==> src/rtl/rename_pkg.sv <==
// Shared rename-stage types and constants, used by the free list, RAT and branch buffer.
package rename_pkg;
    localparam int PHYS_W   = 8;
    localparam int NUM_ARCH = 32;
    localparam int NUM_PHYS = 160;
    localparam int DEPTH    = NUM_PHYS - NUM_ARCH;
    localparam int IDX_W    = $clog2(DEPTH);
    localparam int PAGES    = 8;

    localparam logic [PHYS_W-1:0] PHY_NONE  = 8'hFF;
    localparam logic [PHYS_W-1:0] PHY_NOSRC = 8'hFE;

    typedef logic [PHYS_W-1:0] phys_t;
    typedef logic [2:0]        page_t;
    typedef logic [IDX_W:0]    ptr_t;
endpackage

==> src/rtl/free_list_if.sv <==
// Rename/commit/branch-side port bundle of the physical-register free list.
interface free_list_if;
    logic                   alloc_req;
    rename_pkg::phys_t      free_phy_addr;
    logic                   free_valid;
    logic                   rel_valid;
    rename_pkg::phys_t      rel_addr;
    logic                   save_state;
    rename_pkg::page_t      save_page;
    logic                   restore_state;
    rename_pkg::page_t      restore_page;
    rename_pkg::ptr_t       count;
    logic                   empty;
    logic                   full;
    logic                   underflow;
    logic                   overflow;

    modport master (
        output alloc_req, rel_valid, rel_addr, save_state, save_page,
               restore_state, restore_page,
        input  free_phy_addr, free_valid, count, empty, full, underflow, overflow
    );

    modport slave (
        input  alloc_req, rel_valid, rel_addr, save_state, save_page,
               restore_state, restore_page,
        output free_phy_addr, free_valid, count, empty, full, underflow, overflow
    );
endinterface

==> src/rtl/free_list_ckpt.sv <==
// Checkpoint file of free-list head pointers, one per branch page.
module free_list_ckpt
    import rename_pkg::*;
(
    input  logic  clk,
    input  logic  reset,
    input  logic  save_state,
    input  page_t save_page,
    input  ptr_t  head_next,
    input  page_t restore_page,
    output ptr_t  ckpt_ptr
);

    ptr_t ckpt [PAGES];

    always_ff @(posedge clk or posedge reset) begin
        if (reset) begin
            for (int i = 0; i < PAGES; i++) begin
                ckpt[i] <= '0;
            end
        end else if (save_state) begin
            ckpt[save_page] <= head_next;
        end
    end

    assign ckpt_ptr = ckpt[restore_page];

endmodule

==> src/rtl/free_list.sv <==
// Physical-register free list: show-ahead circular FIFO with branch checkpoint/rewind of the head.
module free_list
    import rename_pkg::*;
(
    input logic       clk,
    input logic       reset,
    free_list_if.slave fl
);

    phys_t mem [DEPTH];
    ptr_t  head;
    ptr_t  tail;
    ptr_t  head_next;
    ptr_t  tail_next;
    ptr_t  cnt;
    ptr_t  cnt_next;
    ptr_t  ckpt_ptr;
    logic  rel_ok;
    logic  alloc_ok;
    logic  push;
    logic  underflow_q;
    logic  overflow_q;

    assign cnt              = tail - head;
    assign fl.count         = cnt;
    assign fl.empty         = (cnt == '0);
    assign fl.full          = (cnt == ptr_t'(DEPTH));
    assign fl.free_valid    = !fl.empty;
    assign fl.free_phy_addr = fl.empty ? PHY_NONE : mem[head[IDX_W-1:0]];
    assign fl.underflow     = underflow_q;
    assign fl.overflow      = overflow_q;

    // Sentinel numbers (x0, no-source, no-rd) are never real allocations.
    assign rel_ok = fl.rel_valid && (fl.rel_addr != '0) &&
                    (fl.rel_addr != PHY_NOSRC) && (fl.rel_addr != PHY_NONE);

    assign alloc_ok  = fl.alloc_req && !fl.restore_state && !fl.empty;
    assign push      = rel_ok && !fl.full;
    assign head_next = fl.restore_state ? ckpt_ptr : head + ptr_t'(alloc_ok);
    assign tail_next = tail + ptr_t'(push);
    assign cnt_next  = tail_next - head_next;

    free_list_ckpt u_ckpt (
        .clk          (clk),
        .reset        (reset),
        .save_state   (fl.save_state && !fl.restore_state),
        .save_page    (fl.save_page),
        .head_next    (head_next),
        .restore_page (fl.restore_page),
        .ckpt_ptr     (ckpt_ptr)
    );

    always_ff @(posedge clk or posedge reset) begin
        if (reset) begin
            head        <= '0;
            tail        <= ptr_t'(DEPTH);
            underflow_q <= 1'b0;
            overflow_q  <= 1'b0;
            for (int i = 0; i < DEPTH; i++) begin
                mem[i] <= phys_t'(NUM_ARCH + i);
            end
        end else begin
            head <= head_next;
            tail <= tail_next;
            if (push) begin
                mem[tail[IDX_W-1:0]] <= fl.rel_addr;
            end
            if (fl.alloc_req && !fl.restore_state && fl.empty) begin
                underflow_q <= 1'b1;
            end
            // A rewind to a stale page can leave more entries than the ring holds.
            if ((rel_ok && fl.full) || (fl.restore_state && (cnt_next > ptr_t'(DEPTH)))) begin
                overflow_q <= 1'b1;
            end
        end
    end

endmodule

==> src/flat_wrapper.sv <==
// flat-port wrapper written by rule: the top's interface ports become plain ports
module free_list_flat import rename_pkg::*;
  (clk, reset, fl_alloc_req, fl_rel_valid, fl_rel_addr, fl_save_state, fl_save_page, fl_restore_state, fl_restore_page, fl_free_phy_addr, fl_free_valid, fl_count, fl_empty, fl_full, fl_underflow, fl_overflow);
  free_list_if fl_i ();
  input logic clk;
  input logic reset;
  input wire logic [$bits(fl_i.alloc_req)-1:0] fl_alloc_req;
  input wire logic [$bits(fl_i.rel_valid)-1:0] fl_rel_valid;
  input wire logic [$bits(fl_i.rel_addr)-1:0] fl_rel_addr;
  input wire logic [$bits(fl_i.save_state)-1:0] fl_save_state;
  input wire logic [$bits(fl_i.save_page)-1:0] fl_save_page;
  input wire logic [$bits(fl_i.restore_state)-1:0] fl_restore_state;
  input wire logic [$bits(fl_i.restore_page)-1:0] fl_restore_page;
  output wire logic [$bits(fl_i.free_phy_addr)-1:0] fl_free_phy_addr;
  output wire logic [$bits(fl_i.free_valid)-1:0] fl_free_valid;
  output wire logic [$bits(fl_i.count)-1:0] fl_count;
  output wire logic [$bits(fl_i.empty)-1:0] fl_empty;
  output wire logic [$bits(fl_i.full)-1:0] fl_full;
  output wire logic [$bits(fl_i.underflow)-1:0] fl_underflow;
  output wire logic [$bits(fl_i.overflow)-1:0] fl_overflow;
  assign fl_i.alloc_req = fl_alloc_req;
  assign fl_i.rel_valid = fl_rel_valid;
  assign fl_i.rel_addr = fl_rel_addr;
  assign fl_i.save_state = fl_save_state;
  assign fl_i.save_page = fl_save_page;
  assign fl_i.restore_state = fl_restore_state;
  assign fl_i.restore_page = fl_restore_page;
  assign fl_free_phy_addr = fl_i.free_phy_addr;
  assign fl_free_valid = fl_i.free_valid;
  assign fl_count = fl_i.count;
  assign fl_empty = fl_i.empty;
  assign fl_full = fl_i.full;
  assign fl_underflow = fl_i.underflow;
  assign fl_overflow = fl_i.overflow;
  free_list u_core (.clk(clk), .reset(reset), .fl(fl_i));
endmodule
==> config.mk <==
export PLATFORM = sky130hd
export DESIGN_NAME = free_list_flat
export DESIGN_NICKNAME = d
export VERILOG_FILES = /design/src/rtl/rename_pkg.sv /design/src/rtl/free_list_if.sv /design/src/rtl/free_list_ckpt.sv /design/src/rtl/free_list.sv /design/src/flat_wrapper.sv
export SDC_FILE = /design/constraint.sdc
export NUM_CORES = 2
export LEC_CHECK = 0
export ABC_AREA = 1
export ABC_CLOCK_PERIOD_IN_PS = 122100
export BUFFER_PORTS_ARGS = -buffer_cell sky130_fd_sc_hd__clkbuf_2
export CAP_MARGIN = 20
export CORE_ASPECT_RATIO = 1.4
export CORE_MARGIN = 4
export CORE_UTILIZATION = 45
export CTS_CLUSTER_DIAMETER = 120
export DETAILED_ROUTE_END_ITERATION = 8
export PLACE_DENSITY_LB_ADDON = 0.15
export SLEW_MARGIN = 10
export SYNTH_ARGS = -nofsm -noshare
export SYNTH_HDL_FRONTEND = slang
export SYNTH_SLANG_ARGS = --single-unit
==> constraint.sdc <==
create_clock -name clk -period 122.1 [get_ports clk]
set_input_delay 30.525 -clock clk [delete_from_list [all_inputs] [get_ports clk]]
set_output_delay 30.525 -clock clk [all_outputs]
set_load 0.01 [all_outputs]
==> out/metrics.cfg <==
[synthesis]
syn_area_um2 = 58400
post_synth_inst_count = 7492
syn_avg_cell_area_um2 = 7.79
yosys.cell_types.count = 39
ys_ff_latch = 1106
async_flop_share_pct = 100
post-synth-top-count-cell = nand2_1
synth.top_cells.by_count = nand2_1 (2961), nand4_1 (1028), dfrtp_1 (625)
synthTopCellsByArea = dfrtp_1 (27%), dfstp_2 (22%), nand2_1 (19%), nand4_1 (11%), o21ai_0 (2.7%)
yosysWarnings = 0
ys_seq_area_share_pct = 48.4
synth-edff-count = 0
ys.flop_type = dfrtp_1
synth_top_cell_area_share_pct = 26.8
synth_area_leader_cell = dfrtp_1
syn_nets = 7531

[sta]
slew_headroom_pct = 23.7
fmax_ghz = 0.0276
grt_setup_unrepaired = no
min_period_ns = 36.24
totalNegativeSetupSlack_ns = 0
worstMarginPinSlew_ns = 1.14
setup-violations-final = 0
slew_viol_final = 0
report.final.hold_viol_count = 0
clock_skew_ns = 0.0234
final.period_utilization_pct = 29.7

[power]
vdd_ir_drop_max_v = 0.0000158
p_total_mw = 1.30
p_leak_nw = 30.0
pwr_density_cell_nw_per_um2 = 20.7

[global_routing]
grt_util_met2_pct = 46.7
grtUsageMet1_pct = 38.2
met3_usage_pct = 3.99
grt_pass1_wl_um = 310000
gr-max-usage-layer = met2
grt_antenna_before_repair = 2
overflow = 0
track_usage_pct = 28.6
grt_max_degree = 197
grt_pass1_vias = 51000

[final_layout]
antenna_cells = 0
nets = 7189
layout-drive-gt1-share_pct = 12.1
area_growth_pct = 7.57
final_cell_area_um2 = 62800
instances_no_fill = 8988
fillers = 12700

[clock_network]
htreeDepth = 3
clk_path_buf_depth = 3
cts_hold_buf = 0
root_buffer = clkbuf_16
cts_sinks = 1106
worstSkewPairLatency_ns = 0.73
cts_tree = yes
cts_buffers = 112
clk_pin_slew_ns = 0.06
postCtsResizedCells = 0
postCtsSetupBuffers = 0

[worst_setup_path]
worst-setup-path-type = reg -> out
cp-start-kind = flop
crit_chain = buf_12 -> buf_12 -> buf_4 -> nand2_1 -> a21boi_0 -> o22ai_1 -> inv_1 -> nand2_1 -> nand2_1 -> nand2_1 -> nand2_1 -> nand3_1 -> nand3_1 -> nand3_1 -> clkbuf_2
cp.arrival_ns = 5.71
crit_fanout = 171
crit_top_cell = nand2_1
critPathMaxStageDelay_ns = 0.86
cp_num_buf_inv = 5
required_ns = 91.57
critPathCaptureType = output port
crit_family = buffers and inverters
cp_slowest_cell = dfrtp_4

[worst_hold_path]
hold_class = reg -> reg

[die]
fp.dieH_um = 434
io_pins = 41
die_area_um2 = 136000
initial_core_util_pct = 45.3
die_x_um = 312
fp.coreArea_um2 = 129000
num_rows = 156

[placement]
dp_hpwl_um = 115000
gp_congestion = 0.876
io_buffers = 40
placed_cell_area_um2 = 58900
dpl.cell_count = 8774

[drt]
postRouteAntennaNets = 0
wl_per_cell_um = 22.2
drcViolationCount = 0
wl_um = 199000
firstDrtPassIters = 6
drt_iter0_markers = 5188
route.detailed.vias_per_inst = 5.95
vias = 53400

[outcome]
status = completed

[job]
cap_violations = 0

-- where the power goes --
group / switching, mW / internal [mW]
logic: 0.256 / 0.108
clock network: 0.157 / 0.214
registers: 0.0614 / 0.503
-- cell type report --
class	count	area (um2)	share of cell area, %
flip-flops and latches	1106	28300	45.0
repair buffers	139	1060	1.68
inverters	242	928	1.48
multi-input cells	5549	26400	42.1
clock buffers	165	3270	5.21
well taps	1738	2170	3.46
clock inverters	49	644	1.03
-- worst paths after layout --
path / start / endpoint / slack, ns / cells after the start
worst max-delay path: u_core.head[0]$_DFF_PP0_ / fl_free_phy_addr[4] / 85.86 / 15
worst min-delay path: u_core.mem[310]$_DFFE_PP1P_ / u_core.mem[310]$_DFFE_PP1P_ / 0.46 / 2
worst max register to register: u_core.head[3]$_DFF_PP0_ / u_core.mem[966]$_DFFE_PP0P_ / 115.42 / 19
worst min register to register: u_core.mem[310]$_DFFE_PP1P_ / u_core.mem[310]$_DFFE_PP1P_ / 0.46 / 2
max in group asynchronous: reset / u_core.u_ckpt.ckpt[16]$_DFFE_PP0P_ / 88.12 / 6
min in group asynchronous: reset / u_core.mem[444]$_DFFE_PP0P_ / 30.00 / 2
-- cells by family (layout without fill, tap and decap cells) --
logic type / count (synthesis) / count (layout) / share of synthesized area (%)
compound gates: 818 / 818 / 8.21
mux: 64 / 64 / 1.10
flops: 1106 / 1106 / 48.4
simple gates: 4632 / 4632 / 35.2
fa+ha+maj: 19 / 19 / 0.433
xor+xnor: 16 / 16 / 0.240
buf+inv: 837 / 595 / 6.40
-- stage by stage --
step	hold slack (ns)	worst slack (ns)	utilization (%)
detailed placement	0.451	86.14	45.6
floorplan	0.436	61.23	-
global placement	0.448	86.17	45.6
CTS	0.460	86.03	48.7
finish	0.458	85.86	48.7
global route	0.468	85.73	48.7
-- routing by layer --
metal / vias to the layer above / part of all wire (%) / wire length [um]
met1: 26300 / 42 / 83800
met5: - / 0.0065 / 13
li1: 24800 / - / -
met4: 2 / 4.6 / 9160
met2: 2006 / 47 / 93600
met3: 421 / 6.4 / 12800
-- sequential cells by signal (all words and copies together), names as in the netlist --
name / flops
u_core.mem: 1024
u_core.tail: 8
u_core.fl.overflow: 1
u_core.fl.underflow: 1
u_core.head: 8
u_core.u_ckpt.ckpt: 64
-- placed cells by master, fill, tap and decap left out, types with 3 or more instances in the layout --
master and count:
a211oi_1 16, a21boi_0 145, a21oi_1 105, buf_12 5, buf_4 94, buf_6 8, bufinv_16 13, clkbuf_1 26
clkbuf_16 112, clkbuf_2 32, clkbuf_8 27, clkinv_1 6, clkinv_2 21, clkinv_4 4, clkinv_8 3, clkinvlp_4 4
dfrtp_1 622, dfstp_2 481, ha_1 17, inv_1 227, inv_2 5, inv_6 4, mux2i_1 64, nand2_1 2957
nand3_1 213, nand3_2 49, nand3b_1 3, nand4_1 1028, nor2_1 367, nor3_1 3, o21ai_0 320, o22ai_1 224
xnor2_1 3, xor2_1 13
-- tightest hold or removal path, stage by stage, from the launching register on --
cell     delay (ns)
dfstp_2        0.36
nand2_1        0.05
nand2_1        0.04
Note: power is estimated with default switching activity, not from simulation.
